### config.mk
export PLATFORM = sky130hd
export DESIGN_NAME = rf_writeback_flat
export DESIGN_NICKNAME = d
export VERILOG_FILES = /design/src/rtl/rf_writeback_if.sv /design/src/rtl/rf_writeback.sv /design/src/flat_wrapper.sv
export SDC_FILE = /design/constraint.sdc
export NUM_CORES = 1
export LEC_CHECK = 0
export BUFFER_PORTS_ARGS = -buffer_cell sky130_fd_sc_hd__buf_2
export CAP_MARGIN = 20
export CORE_MARGIN = 5
export CORE_UTILIZATION = 47
export DETAILED_ROUTE_END_ITERATION = 6
export GPL_TIMING_DRIVEN = 0
export PLACE_DENSITY_LB_ADDON = 0.1
export SLEW_MARGIN = 0
export SYNTH_ARGS = -nofsm -noshare
export SYNTH_HDL_FRONTEND = slang
export SYNTH_SLANG_ARGS = --single-unit
### constraint.sdc
create_clock -name clk -period 3.4 [get_ports clk]
set_input_delay 0.68 -clock clk [delete_from_list [all_inputs] [get_ports clk]]
set_output_delay 0.68 -clock clk [all_outputs]
set_load 0.05 [all_outputs]
### src/rtl/rf_writeback_if.sv
// Bundles the ALU result, load handshake, register-file write port and
// decode hazard query signals of rf_writeback.
interface rf_writeback_if #(
    parameter int unsigned DATA_W   = 32,
    parameter int unsigned ADDR_W   = 5,
    parameter int unsigned LQ_DEPTH = 2
);
    localparam int unsigned CNT_W = $clog2(LQ_DEPTH) + 1;

    logic              alu_valid;
    logic [ADDR_W-1:0] alu_rd;
    logic [DATA_W-1:0] alu_data;
    logic              ld_valid;
    logic              ld_ready;
    logic [ADDR_W-1:0] ld_rd;
    logic [DATA_W-1:0] ld_data;
    logic              rf_we;
    logic [ADDR_W-1:0] rf_wr;
    logic [DATA_W-1:0] rf_wd;
    logic [ADDR_W-1:0] q_r1;
    logic [ADDR_W-1:0] q_r2;
    logic              pend1;
    logic              pend2;
    logic [CNT_W-1:0]  lq_count;

    modport master (
        output alu_valid, alu_rd, alu_data, ld_valid, ld_rd, ld_data, q_r1, q_r2,
        input  ld_ready, rf_we, rf_wr, rf_wd, pend1, pend2, lq_count
    );

    modport slave (
        input  alu_valid, alu_rd, alu_data, ld_valid, ld_rd, ld_data, q_r1, q_r2,
        output ld_ready, rf_we, rf_wr, rf_wd, pend1, pend2, lq_count
    );
endinterface

### src/rtl/rf_writeback.sv
// Register-file write port driver: merges never-stalled ALU results with an
// in-order load queue, drops x0 writes and kills loads overtaken by the ALU.
module rf_writeback #(
    parameter int unsigned DATA_W   = 32,
    parameter int unsigned ADDR_W   = 5,
    parameter int unsigned LQ_DEPTH = 2
) (
    input logic           clk,
    input logic           rst_n,
    rf_writeback_if.slave bus
);
    localparam int unsigned PTR_W = $clog2(LQ_DEPTH);
    localparam int unsigned CNT_W = PTR_W + 1;

    logic [ADDR_W-1:0]   lq_rd   [LQ_DEPTH];
    logic [DATA_W-1:0]   lq_data [LQ_DEPTH];
    logic [LQ_DEPTH-1:0] lq_live;
    logic [CNT_W-1:0]    head;
    logic [CNT_W-1:0]    tail;

    logic [PTR_W-1:0] head_idx;
    logic [PTR_W-1:0] tail_idx;
    logic [CNT_W-1:0] count;
    logic             full;
    logic             empty;
    logic             alu_wr;
    logic             push;
    logic             push_live;
    logic             pop;
    logic             head_live;
    logic             hit1;
    logic             hit2;

    assign head_idx  = head[PTR_W-1:0];
    assign tail_idx  = tail[PTR_W-1:0];
    assign count     = tail - head;
    assign full      = (count == CNT_W'(LQ_DEPTH));
    assign empty     = (count == '0);
    assign alu_wr    = bus.alu_valid && (bus.alu_rd != '0);
    assign push      = bus.ld_valid && bus.ld_ready && (bus.ld_rd != '0);
    // A same-cycle ALU result to the same register is younger, so the load is born dead.
    assign push_live = !(bus.alu_valid && (bus.alu_rd == bus.ld_rd));
    assign pop       = !alu_wr && !empty;
    assign head_live = lq_live[head_idx];

    assign bus.ld_ready = rst_n && !full;
    assign bus.lq_count = count;

    // Hazard lookup against live entries only.
    always_comb begin
        hit1 = 1'b0;
        hit2 = 1'b0;
        for (int unsigned i = 0; i < LQ_DEPTH; i++) begin
            if (lq_live[PTR_W'(i)] && (lq_rd[PTR_W'(i)] == bus.q_r1)) hit1 = 1'b1;
            if (lq_live[PTR_W'(i)] && (lq_rd[PTR_W'(i)] == bus.q_r2)) hit2 = 1'b1;
        end
    end

    assign bus.pend1 = hit1 && (bus.q_r1 != '0);
    assign bus.pend2 = hit2 && (bus.q_r2 != '0);

    // Queue payload storage; validity is tracked separately by lq_live.
    always_ff @(posedge clk) begin
        if (push) begin
            lq_rd[tail_idx]   <= bus.ld_rd;
            lq_data[tail_idx] <= bus.ld_data;
        end
    end

    // Pointers and live bits; later assignments (pop, push) override the kill sweep.
    always_ff @(posedge clk) begin
        if (!rst_n) begin
            lq_live <= '0;
            head    <= '0;
            tail    <= '0;
        end else begin
            for (int unsigned i = 0; i < LQ_DEPTH; i++) begin
                if (alu_wr && (lq_rd[PTR_W'(i)] == bus.alu_rd)) lq_live[PTR_W'(i)] <= 1'b0;
            end
            if (pop) begin
                lq_live[head_idx] <= 1'b0;
                head              <= head + CNT_W'(1);
            end
            if (push) begin
                lq_live[tail_idx] <= push_live;
                tail              <= tail + CNT_W'(1);
            end
        end
    end

    // Registered write port: ALU first, then queue head.
    always_ff @(posedge clk) begin
        if (!rst_n) begin
            bus.rf_we <= 1'b0;
            bus.rf_wr <= '0;
            bus.rf_wd <= '0;
        end else if (alu_wr) begin
            bus.rf_we <= 1'b1;
            bus.rf_wr <= bus.alu_rd;
            bus.rf_wd <= bus.alu_data;
        end else if (pop && head_live) begin
            bus.rf_we <= 1'b1;
            bus.rf_wr <= lq_rd[head_idx];
            bus.rf_wd <= lq_data[head_idx];
        end else begin
            bus.rf_we <= 1'b0;
        end
    end
endmodule

### src/flat_wrapper.sv
// flat-port wrapper written by rule: the top's interface ports become plain ports
module rf_writeback_flat 
#(
    parameter int unsigned DATA_W   = 32,
    parameter int unsigned ADDR_W   = 5,
    parameter int unsigned LQ_DEPTH = 2
)
  (clk, rst_n, bus_alu_valid, bus_alu_rd, bus_alu_data, bus_ld_valid, bus_ld_rd, bus_ld_data, bus_q_r1, bus_q_r2, bus_ld_ready, bus_rf_we, bus_rf_wr, bus_rf_wd, bus_pend1, bus_pend2, bus_lq_count);
  rf_writeback_if #(.DATA_W(DATA_W), .ADDR_W(ADDR_W), .LQ_DEPTH(LQ_DEPTH)) bus_i ();
  input logic clk;
  input logic rst_n;
  input wire logic [$bits(bus_i.alu_valid)-1:0] bus_alu_valid;
  input wire logic [$bits(bus_i.alu_rd)-1:0] bus_alu_rd;
  input wire logic [$bits(bus_i.alu_data)-1:0] bus_alu_data;
  input wire logic [$bits(bus_i.ld_valid)-1:0] bus_ld_valid;
  input wire logic [$bits(bus_i.ld_rd)-1:0] bus_ld_rd;
  input wire logic [$bits(bus_i.ld_data)-1:0] bus_ld_data;
  input wire logic [$bits(bus_i.q_r1)-1:0] bus_q_r1;
  input wire logic [$bits(bus_i.q_r2)-1:0] bus_q_r2;
  output wire logic [$bits(bus_i.ld_ready)-1:0] bus_ld_ready;
  output wire logic [$bits(bus_i.rf_we)-1:0] bus_rf_we;
  output wire logic [$bits(bus_i.rf_wr)-1:0] bus_rf_wr;
  output wire logic [$bits(bus_i.rf_wd)-1:0] bus_rf_wd;
  output wire logic [$bits(bus_i.pend1)-1:0] bus_pend1;
  output wire logic [$bits(bus_i.pend2)-1:0] bus_pend2;
  output wire logic [$bits(bus_i.lq_count)-1:0] bus_lq_count;
  assign bus_i.alu_valid = bus_alu_valid;
  assign bus_i.alu_rd = bus_alu_rd;
  assign bus_i.alu_data = bus_alu_data;
  assign bus_i.ld_valid = bus_ld_valid;
  assign bus_i.ld_rd = bus_ld_rd;
  assign bus_i.ld_data = bus_ld_data;
  assign bus_i.q_r1 = bus_q_r1;
  assign bus_i.q_r2 = bus_q_r2;
  assign bus_ld_ready = bus_i.ld_ready;
  assign bus_rf_we = bus_i.rf_we;
  assign bus_rf_wr = bus_i.rf_wr;
  assign bus_rf_wd = bus_i.rf_wd;
  assign bus_pend1 = bus_i.pend1;
  assign bus_pend2 = bus_i.pend2;
  assign bus_lq_count = bus_i.lq_count;
  rf_writeback #(.DATA_W(DATA_W), .ADDR_W(ADDR_W), .LQ_DEPTH(LQ_DEPTH)) u_core (.clk(clk), .rst_n(rst_n), .bus(bus_i));
endmodule
Word-level counts from Yosys, hierarchy flattened --
Memory sizes are Yosys's and may differ from the RTL's. A register that Yosys moved wholly into a read port is not among the register bits. Index checks and enable logic that the tools add are counted.
Word-level totals: register bits after elaboration 44, bits in writable memories 74, input bits 88, output and inout bits 43, word-level logic and storage cells 82, memories 2
Cells by class: $add $sub $neg 3, $lt $le $gt $ge 4, eq/ne operators 8, muxes and demuxes 30, bitwise gates (word level) 2, reduce and logical (&&, ||, !) cells 27
Memory list:
- u_core.lq_data | depth 2, width 32, read ports 1, clocked after Yosys merged registers in 1, wr ports 1, line rf_writeback.sv:16 | logic [DATA_W-1:0] lq_data [LQ_DEPTH];
- u_core.lq_rd | depth 2, width 5, read ports 3, clocked after Yosys merged registers in 1, wr ports 1, line rf_writeback.sv:15 | logic [ADDR_W-1:0] lq_rd [LQ_DEPTH];
Operator list (count):
- $mux 32 | 2
- $eq 5x5->1 | 7
- $mux 1 | 20
- $reduce_bool 5->1 | 4
- $logic_and 1x1->1 | 17
- $mux 5 | 2
- $mux 2 | 3
- $add 2x1->2 const B | 2
- $logic_not 1->1 | 4
- $lt 1x2->1 const B | 2
- $and 2x2->2 | 1
- $bwmux 2 | 1
- $demux 1 s1 | 2
- $eq 2x2->1 const B | 1
- $ge 1x1->1 const B | 2
- $logic_not 2->1 | 1
- $not 2->2 | 1
- $reduce_bool 2->1 | 1
- $sub 2x2->2 | 1

Depth between registers and ports, before layout --
depth in word-level cells 10, mapped depth 9, mapped depth without buffers 7

Least setup slack after synthesis --
OpenSTA, ideal clock, no wires.
kind register to register, start reg u_core.tail[0], end mem u_core.lq_data[0][0], enable pin, setup time 0.436 ns, arrival time 3.349 ns, data required time 2.964 ns, path slack -0.385 ns, stages on the path, launching flop included 7, buffers on the path 0, clock period less this slack 3.785 ns, path through dfxtp_1 > inv_1 > ha_1 > inv_1 > o21a_1 > nand3_1 > nor2_1
Between the ends: cells in the longest elaborated chain, start to end 8
RTL lines:
- from (decl) | line rf_writeback.sv:19 | logic [CNT_W-1:0] tail;
- from (signal assigned) | line rf_writeback.sv:86 | tail <= tail + CNT_W'(1);
- $sub 2x2->2 | line rf_writeback.sv:36 | assign count = tail - head;
- via bus_lq_count[0] | line flat_wrapper.sv:26 | output wire logic [$bits(bus_i.lq_count)-1:0] bus_lq_count;
- $eq 2x2->1 | line rf_writeback.sv:37 | assign full = (count == CNT_W'(LQ_DEPTH));
- $logic_not 1->1 | line rf_writeback.sv:46 | assign bus.ld_ready = rst_n && !full;
- $logic_and 1x1->1 | line rf_writeback.sv:46
- via bus_ld_ready | line flat_wrapper.sv:20 | output wire logic [$bits(bus_i.ld_ready)-1:0] bus_ld_ready;
- $logic_and 1x1->1 (2 in series) | line rf_writeback.sv:40 | assign push = bus.ld_valid && bus.ld_ready && (bus.ld_rd != '0);
- $mux 1 | line rf_writeback.sv:64 | if (push) begin
- $mux 1 (not written as such) | line rf_writeback.sv:66 | lq_data[tail_idx] <= bus.ld_data;
- to (decl) | line rf_writeback.sv:16
The timed path passes the listed nets, and every way through them passes these cells.

==> flow_metrics.py <==
metrics = {
    "detailed_routing": {
        "avgRoutedWirePerCell_um": 17.04,
        "drt_iter0_drc": 218,
        "drt_pre_antenna_iters": 4,
        "ant_nets": 0,
        "wl_mm": 12.26,
        "vias": 3745,
        "vias_per_cell": 5.209,
        "drc": 0,
    },
    "setup_path": {
        "start_kind": "flip-flop",
        "crit_chain": "xor2_1, nor4_1, nand3_1, a21oi_1, buf_2",
        "reg2reg_depth": 6,
        "reg2reg_slack_ps": 960,
        "slowest_delay_ps": 510,
        "reg2reg_to": "u_core.lq_data[1][13]",
        "crit_fanout": 4,
        "critPathArrivalTime_ps": 2020,
        "regToRegStartpoint": "u_core.tail[0]",
        "required_ps": 2720,
        "cpMaxStageDelayCell": "edfxtp_1",
        "endpoint_kind": "output pin",
        "crit_type": "reg -> out",
    },
    "final_layout": {
        "finalNetCount": 659,
        "n_antenna_cell": 0,
        "area_growth_syn_to_layout_pct": 28.73,
        "drive_gt1_frac": 0.3122,
        "stdcell_area_sq_um": 6442,
        "layout.cells.non_filler": 719,
        "fill_cells": 894,
        "mostFrequentLayoutCells": "buf_2 (140), edfxtp_1 (74), nand3_1 (50), dfxtp_1 (45), o21ai_0 (42)",
        "final_common_cell": "buf_2",
    },
    "run_status": {
        "outcome": "finished, final reports clean",
    },
    "clock_network": {
        "cts_tree": "yes",
        "clock_path_buffers": 2,
        "cts_buffers": 17,
        "clkTransAtPathRegs_ps": 60,
        "cts_root_buffer": "clkbuf_8",
        "cts_setup_buffers": 0,
        "htreeDepth": 4,
        "cts_sinks": 119,
        "ctsResizeCount": 0,
        "clk_latency_ps": 500,
        "cts_hold_buf": 0,
    },
    "global_route": {
        "grt_pass1_wl_mm": 20.00,
        "use_met3": 0.05508,
        "gr-max-usage-layer": "met2",
        "grt_pass1_vias": 3994,
        "grt_max_degree": 38,
        "grt_usage": 0.1983,
        "met2_usage": 0.3349,
        "overflow": 0,
        "met1_usage": 0.2526,
        "antenna_found_initial": 0,
    },
    "timing": {
        "final.setup.worst_slack_ps": 702.4,
        "slew_headroom": 0.4359,
        "period_needed_ps": 2698,
        "drv_slew": 0,
        "period_share": 0.7934,
        "setup-tns-final_ps": 0,
        "tightest_slew_ps": 844.8,
        "fmax_mhz": 370.7,
        "rsz0062_at_grt": "no",
        "hold_viol_final": 0,
        "fin_skew_ps": 8.203,
        "setup_viol": 0,
    },
    "place": {
        "numPortBuffers": 129,
        "placed_cells": 687,
        "gp_congestion": 0.8122,
        "pre_cts_ws_ps": 590.8,
        "dp_hpwl_mm": 8.630,
        "place_area_sq_um": 5848,
    },
    "yosys": {
        "ys_seq_area_frac": 0.6240,
        "synth.net_count": 510,
        "yosysWarningCount": 0,
        "syn_avg_cell_area_sq_um": 11.89,
        "synthesis.area_sq_um": 5005,
        "synth-seq-cells": 119,
        "synth_cell_types": 31,
        "syn_inst": 421,
    },
    "worst_hold_path": {
        "whs_endpoint": "u_core.lq_data[0][6]",
        "holdPathStages": 1,
        "hold_start": "bus_ld_data[6]",
        "hp-class": "in -> reg",
    },
    "floorplanning": {
        "io_pins": 131,
        "die_area_sq_um": 12810,
        "initial_core_util": 0.4826,
        "die_h_um": 113.2,
        "core_sq_um": 10370,
        "fp-row-count": 37,
        "fp.dieW_um": 113.2,
    },
    "job": {
        "max-cap-violations": 0,
    },
    "pwr": {
        "power_density_nw_per_um2": 758.1,
        "cellLeakagePower_nw": 2.499,
        "ir_drop_uv": 487.9,
    },
}
-- synthesized netlist by cell type (all sizes together) --
cell | n | area (sq um)
a21oi | 3 | 15.01
and2 | 1 | 6.260
buf | 14 | 88.83
clkbuf | 10 | 38.78
dfxtp | 45 | 900.9
edfxtp | 74 | 2222
ha | 1 | 12.51
inv | 6 | 22.52
mux2 | 1 | 11.26
mux2i | 39 | 390.4
nand2 | 37 | 146.4
nand3 | 50 | 250.2
nand4 | 2 | 12.51
nor2 | 9 | 36.29
nor3 | 2 | 10.01
nor4 | 4 | 25.02
o2111ai | 2 | 17.52
o211a | 1 | 10.01
o21a | 1 | 7.510
o21ai | 76 | 391.6
or4 | 4 | 33.78
xnor2 | 14 | 122.6
xnor3 | 1 | 22.52
xor2 | 24 | 210.2
-- where the power goes --
group / total [mW] / switching (mW) / internal [mW]
Sequential: 1.77 / 0.0744 / 1.70
Clock: 1.76 / 0.640 / 1.12
Combinational: 1.35 / 0.929 / 0.422
-- how the worst max path moves through the flow --
stage                  startpoint                    end  slack [ps]
6_report       u_core.lq_rd[0][2]              bus_pend2         700
5_1_grt        u_core.lq_rd[0][2]              bus_pend2         440
4_1_cts        u_core.lq_rd[0][2]              bus_pend2         700
3_5_place_dp                rst_n  u_core.lq_data[1][21]         590
3_3_place_gp                rst_n  u_core.lq_data[0][29]        -170
2_1_floorplan      u_core.tail[0]   u_core.lq_data[0][0]         220
-- metrics by stage --
stage	power (mW)	hold slack [ps]	util
finish	4.884	367.8	0.6213
CTS	4.929	342.0	0.6213
global placement	3.135	509.5	0.5615
detailed placement	3.163	522.2	0.5639
floorplan	2.756	480.9	-
global route	5.130	343.0	0.6213
-- cell families after synthesis --
group	share of synthesized area
XOR/XNOR	0.07100
multiplexers	0.08025
AND/OR/NAND/NOR	0.1040
flip-flops	0.6240
adder cells (fa/ha/maj)	0.002500
buffers and inverters	0.03000
AO/OA/AOI/OAI	0.08825
-- final cells by class --
| class | count | area, sq um | area share |
|---|---|---|---|
| plain buffers | 24 | 127.6 | 0.01981 |
| clock buffers | 18 | 417.9 | 0.06487 |
| well taps | 136 | 170.2 | 0.02641 |
| multi-input cells | 272 | 1739 | 0.2700 |
| inverters | 6 | 22.52 | 0.003496 |
| repair buffers | 130 | 665.6 | 0.1033 |
| flip-flops and latches | 119 | 3123 | 0.4848 |
| clock inverters | 14 | 176.4 | 0.02738 |
-- worst max-delay path: cells and delay by family, from the launching register on --
kind,cells,cell delay (ps)
DFF,1,510
and+or+nand+nor,2,390
buffers and inverters,1,270
xor gates and xnor gates,1,210
AOI/OAI and AO/OA,1,140
-- per-layer routing --
layer,vias to the layer above,wire [um]
li1,1835,-
met1,1780,5311
met2,122,6086
met3,8,774
met4,0,82
met5,-,0
-- state kept, by name, summed over array words and instances (netlist names), named ones only --
name and count:
u_core.lq_data 64, u_core.bus.rf_wd 32, u_core.lq_rd 10, u_core.bus.rf_wr 5, u_core.head 2, u_core.lq_live 2
u_core.tail 2, u_core.bus.rf_we 1
Power figures use the tool's default switching activity.
